[src/rtl/mc_datapath_regs.sv]
// Register state of the multicycle MIPS datapath: PC, IR, MDR, register file,
// A/B operand latches and ALUOut, plus the fields decoded from IR.
module mc_datapath_regs #(
    parameter int                 WIDTH    = 32,
    parameter logic [WIDTH-1:0]   RESET_PC = '0
) (
    input  logic             clk,
    input  logic             rst,
    input  logic             IorD,
    input  logic             IRWrite,
    input  logic             PCWrite,
    input  logic             Branch,
    input  logic             PCSrc,
    input  logic             RegWrite,
    input  logic             RegDst,
    input  logic             MemtoReg,
    input  logic             Zero,
    input  logic [WIDTH-1:0] ALUResult,
    input  logic [WIDTH-1:0] MemRdata,
    output logic [WIDTH-1:0] MemAddr,
    output logic [WIDTH-1:0] MemWdata,
    output logic [WIDTH-1:0] PC,
    output logic [WIDTH-1:0] A,
    output logic [WIDTH-1:0] B,
    output logic [WIDTH-1:0] ALUOut,
    output logic [WIDTH-1:0] SignImm,
    output logic [5:0]       Opcode,
    output logic [5:0]       Funct
);

    logic [WIDTH-1:0] ir;
    logic [WIDTH-1:0] mdr;
    logic [WIDTH-1:0] rf [32];

    logic [4:0]       rs;
    logic [4:0]       rt;
    logic [4:0]       rd;
    logic [4:0]       wraddr;
    logic [WIDTH-1:0] wrdata;
    logic             pcen;

    assign rs     = ir[25:21];
    assign rt     = ir[20:16];
    assign rd     = ir[15:11];
    assign wraddr = RegDst ? rd : rt;
    assign wrdata = MemtoReg ? mdr : ALUOut;
    assign pcen   = PCWrite | (Branch & Zero);

    assign MemAddr  = IorD ? ALUOut : PC;
    assign MemWdata = B;
    assign Opcode   = ir[31:26];
    assign Funct    = ir[5:0];
    assign SignImm  = {{(WIDTH-16){ir[15]}}, ir[15:0]};

    // A/B sample the register file before this edge's write lands, so there is
    // no write-to-read bypass; register 0 is never written and so reads as zero.
    always_ff @(posedge clk) begin
        if (rst) begin
            PC     <= RESET_PC;
            ir     <= '0;
            mdr    <= '0;
            A      <= '0;
            B      <= '0;
            ALUOut <= '0;
            for (int i = 0; i < 32; i++) begin
                rf[i] <= '0;
            end
        end else begin
            if (pcen) begin
                PC <= PCSrc ? ALUOut : ALUResult;
            end
            if (IRWrite) begin
                ir <= MemRdata;
            end
            mdr    <= MemRdata;
            ALUOut <= ALUResult;
            A      <= rf[rs];
            B      <= rf[rt];
            if (RegWrite && (wraddr != 5'd0)) begin
                rf[wraddr] <= wrdata;
            end
        end
    end

endmodule

[config.mk]
export PLATFORM = sky130hd
export DESIGN_NAME = mc_datapath_regs
export DESIGN_NICKNAME = d
export VERILOG_FILES = /design/src/rtl/mc_datapath_regs.sv
export SDC_FILE = /design/constraint.sdc
export NUM_CORES = 2
export LEC_CHECK = 0
export CAP_MARGIN = 20
export CELL_PAD_IN_SITES_DETAIL_PLACEMENT = 1
export CELL_PAD_IN_SITES_GLOBAL_PLACEMENT = 2
export CORE_ASPECT_RATIO = 2
export CORE_MARGIN = 3
export CORE_UTILIZATION = 35
export DETAILED_ROUTE_END_ITERATION = 8
export GPL_ROUTABILITY_DRIVEN = 0
export GPL_TIMING_DRIVEN = 0
export HOLD_SLACK_MARGIN = 0.15
export PLACE_DENSITY_LB_ADDON = 0.1
export SLEW_MARGIN = 20
export SYNTH_ARGS = -nofsm -noshare
export SYNTH_HDL_FRONTEND = slang
export SYNTH_SLANG_ARGS = --single-unit
[constraint.sdc]
create_clock -name clk -period 2.4 [get_ports clk]
set_clock_uncertainty 0.05 [all_clocks]
set_input_delay 0.24 -clock clk [delete_from_list [all_inputs] [get_ports clk]]
set_output_delay 0.24 -clock clk [all_outputs]
set_load 0.01 [all_outputs]
# After elaboration in Yosys (flattened, before gate mapping)
# Memories as Yosys holds them, arrays and structs flattened. A register that Yosys moved wholly into a read port is not among the register bits.
# Cells that the tools add are included.
# totals
regBits	128
ram_bits	1024
inputBits	75
output_inout_bits	236
elab_cells	22
memories	1
# mem_list
name	depth	word_bits	read_ports	rd_clocked_by_memory_dff	write_ports	line_no	source
rf	32	32	2	2	32	33	logic [WIDTH-1:0] rf [32];
# op_classes
mux	12
bitwise	2
n_reduce_logical	3
# op_table
cell	count
$mux 32	4
$reduce_or 32->1	1
$mux 5	2
$mux 1	6
$reduce_bool 5->1	1
$and 1x1->1	1
$logic_and 1x1->1	1
$or 1x1->1	1

# Depth between registers and ports, before layout
# logic_depth
depth_word	8
ltp_mapped	8
mapped_depth_nobuf	4

# Least setup slack after synthesis
# OpenSTA, ideal clock, no wires.
# synth_timing
path_type	flip-flop to flip-flop
startpoint	reg ir[16]
endpoint	mem rf[4][0], enable pin
setup_time_ns	0.394
arrival_time_ns	2.164
required_time_ns	1.956
setup_slack_ns	-0.208
stages_incl_launch_ff	7
path_buffers	2
period_less_slack_ns	2.608
path_cell_list	dfxtp_1 > buf_2 > buf_2 > nor2_1 > mux2_2 > nand4_1 > nand2b_1
# synth_lines
element	line_no	source
from (decl)	31	logic [WIDTH-1:0] ir;
from (signal assigned)	73	ir <= MemRdata;
to (decl)	33	

==> key figures <==
Status
  – Status: finished, violations left
  – Failing checks: setup timing

Global route
  – Congestion Overflow GR: 0
  – GRT Total Usage: 0.319
  – GRT met1 Usage: 0.338
  – Initial antenna violation count: 11
  – Met3 Resource Use GR: 0.0469
  – Vias in the first global route: 45.2k
  – Met2 GRT Util: 0.576
  – First-pass GRT wire length: 373000 um
  – Gr busiest metal: met2
  – Largest net degree at the start of global routing: 31

Timing
  – Final WS setup: -58.8 ps
  – Worst rel slew slack: 0.194
  – Setup TNS Final: -552 ps
  – Final Setup Violations: 31
  – Final Max Tran Viols: 0
  – Maximum clock frequency: 407 MHz
  – Hold violation total from the final report: 0
  – Worst Max-Slew Pin Slew: 1210 ps
  – RSZ-0062 raised after global routing: true
  – Final worst-path cycle share: 1.02
  – Tmin final: 2460 ps

Synth
  – Distinct cells, synth: 34
  – Synth area leader: edfxtp_1
  – Synth Register Bits: 1216
  – Count leader, synth: nor2_1
  – Ys flop type: edfxtp_1
  – Gate Count Post-Synth: 4155
  – Yosys Warn Count: 0
  – Register area share after synthesis: 0.589
  – Post-synthesis compound-gate area fraction: 0.0443
  – Synthesized cell area: 58700 um^2
  – Largest family of logic cells by synthesized area: multiplexers
  – Post-synth EDFFs: 1024
  – Post-synthesis mux area share: 0.239
  – Top post-synthesis cells by area: edfxtp_1, mux4_2, nor2_1
  – Synth Area in Simple Gates: 0.0858
  – Post-Synth XOR/XNOR Area: 0
  – Yosys top cell area share: 0.524
  – Post-synthesis adder-cell area fraction: 0
  – FFs w/ async S/R, synth: 0
  – Synth cell count leaders: nor2_1, edfxtp_1, mux4_2
  – Syn avg cell area: 14.1 um^2

Flow run
  – Max-cap viol count: 0

Place
  – DP Worst Slack: -1900 ps
  – Final HPWL DP: 198000 um
  – I/O Buffers: 304

CTS
  – CTS tree: yes
  – CTS root buf: clkbuf_16
  – Worst-Skew Late Latency: 750 ps
  – CTS buffer count: 113
  – Clock Path Buffers: 3
  – Clock-pin slew on the worst setup and hold paths: 70 ps
  – CTS sink cnt: 1216
  – Htree depth: 3

Final layout
  – Nets: 4930
  – Storage cell area: 34600 um^2
  – Area Growth Syn to Fin: 27.8%
  – Multi-input gate area: 23700 um^2
  – Fill cells: 16.5k
  – Layout cells sized above 1: 0.287

Floorplan
  – Initial Utilization: 0.352
  – Die H: 585 um
  – Top Ports: 311
  – # rows: 212
  – Core Region: 167000 um^2
  – Die Area: 173000 um^2
  – Die W: 296 um

Routing
  – Via density: 5.97
  – Wire per inst: 39.1 um
  – Initial DRC count: 4264
  – Via count: 42.4k
  – Final ANT Viol Nets: 0
  – DRT Pass-1 Iters: 5
  – DRC: 0
  – WL final: 277000 um

Pwr
  – Sw Share: 0.271
  – Clock power frac: 0.372
  – Pwr dens: 701 nW/um^2
  – Int Pwr: 38.3 mW
  – IR drop worst, VDD: 589 uV
  – Total power: 52.6 mW
  – Net Switching: 14.3 mW
  – Combinational power share: 0.166
  – Flop pwr share: 0.462
  – Lkg Pwr: 25.9 nW

Hold path
  – Hold Path Class: in -> reg

Setup path
  – Worst setup EP type: flop
  – CP Max Fanout: 10
  – Critical path class: reg -> reg
  – Slack of the worst reg-to-reg path: -60 ps
  – Crit path DAT: 2990 ps
  – Worst EP required: 2940 ps
  – Startpoint type of the worst setup path: flop
[power groups by stage]
stage,Combinational [mW],Sequential [mW],Clock (mW)
after floorplan,3.73,24.6,0
after detailed placement,7.37,24.8,0
after global placement,7.27,24.7,0
after CTS,8.43,24.3,19.8
after global routing,8.94,24.4,20.5
final,8.72,24.3,19.6
[critical path, cell delays in order, from the launching register on]
cell and delay, ps:
dfxtp_2 430, clkbuf_2 380, and2_0 360, clkbuf_2 450
a22oi_2 180, a31oi_2 430
[routing by layer]
| metal | wire (um) | up-vias | share of wire |
|---|---|---|---|
| li1 | - | 17200 | - |
| met1 | 91200 | 22200 | 0.33 |
| met2 | 144000 | 2177 | 0.52 |
| met3 | 17100 | 789 | 0.061 |
| met4 | 24900 | 4 | 0.090 |
| met5 | 28 | - | 0.00010 |
[worst paths after layout]
path,startpoint,endpoint,depth (start not counted)
worst max register to register,ir[19]$_SDFFE_PP0P_,B[19]$_SDFF_PP0_,5
worst min-delay path,MemRdata[13],mdr[13]$_SDFF_PP0_,2
worst min register to register,ir[9]$_SDFFE_PP0P_,ir[9]$_SDFFE_PP0P_,2
worst max-delay path,ir[19]$_SDFFE_PP0P_,B[19]$_SDFF_PP0_,5
[cell type report]
| class | instances | share of cell area |
|---|---|---|
| diodes | 6 | 0.000200 |
| clock inverters | 62 | 0.00877 |
| inverters | 2 | 0.000100 |
| clock buffers | 151 | 0.0433 |
| multi-input cells | 2489 | 0.315 |
| repair buffers | 528 | 0.0830 |
| well taps | 2140 | 0.0357 |
| plain buffers | 505 | 0.0527 |
| flip-flops and latches | 1216 | 0.461 |
[cell families after synthesis]
kind of cell	Yosys count
multiplexers	835
AND/OR/NAND/NOR	1253
other	1
flip-flops	1216
AO/OA/AOI/OAI	340
buffers and inverters	510
[layout by cell type, fill, tap and decap left out, types with 114 or more instances in the layout]
cell type / instances
mux4_2: 448
clkdlybuf4s50_1: 304
nor2_1: 1059
buf_12: 114
edfxtp_1: 1024
mux2i_1: 327
clkbuf_16: 126
buf_4: 159
dfxtp_1: 185
clkbuf_1: 150
[sequential cells by signal (all words and copies together) (netlist names)]
| signal | count |
|---|---|
| ir | 32 |
| PC | 32 |
| ALUOut | 32 |
| rf | 1024 |
| A | 32 |
| B | 32 |
| mdr | 32 |
[what timing repair did]
item	in CTS	in global routing
gates resized for setup	581	222
hold buffers	64	0
pin swaps	17	30
buffers inserted	123	20
gates cloned	31	3
endpoints found under the hold margin	115	0
endpoints found under the setup margin	2106	801
[stage by stage]
step | util | std cells | hold slack [ps] | area (um^2)
2_1_floorplan | - | 4186 | 318 | 58900
3_3_place_gp | 0.387 | 6630 | 429 | 64600
3_5_place_dp | 0.390 | 6642 | 437 | 65100
4_1_cts | 0.444 | 7071 | 179 | 74100
5_1_grt | 0.450 | 7094 | 179 | 75000
6_report | 0.450 | 7099 | 206 | 75100
(Power assumes the default switching activity.)
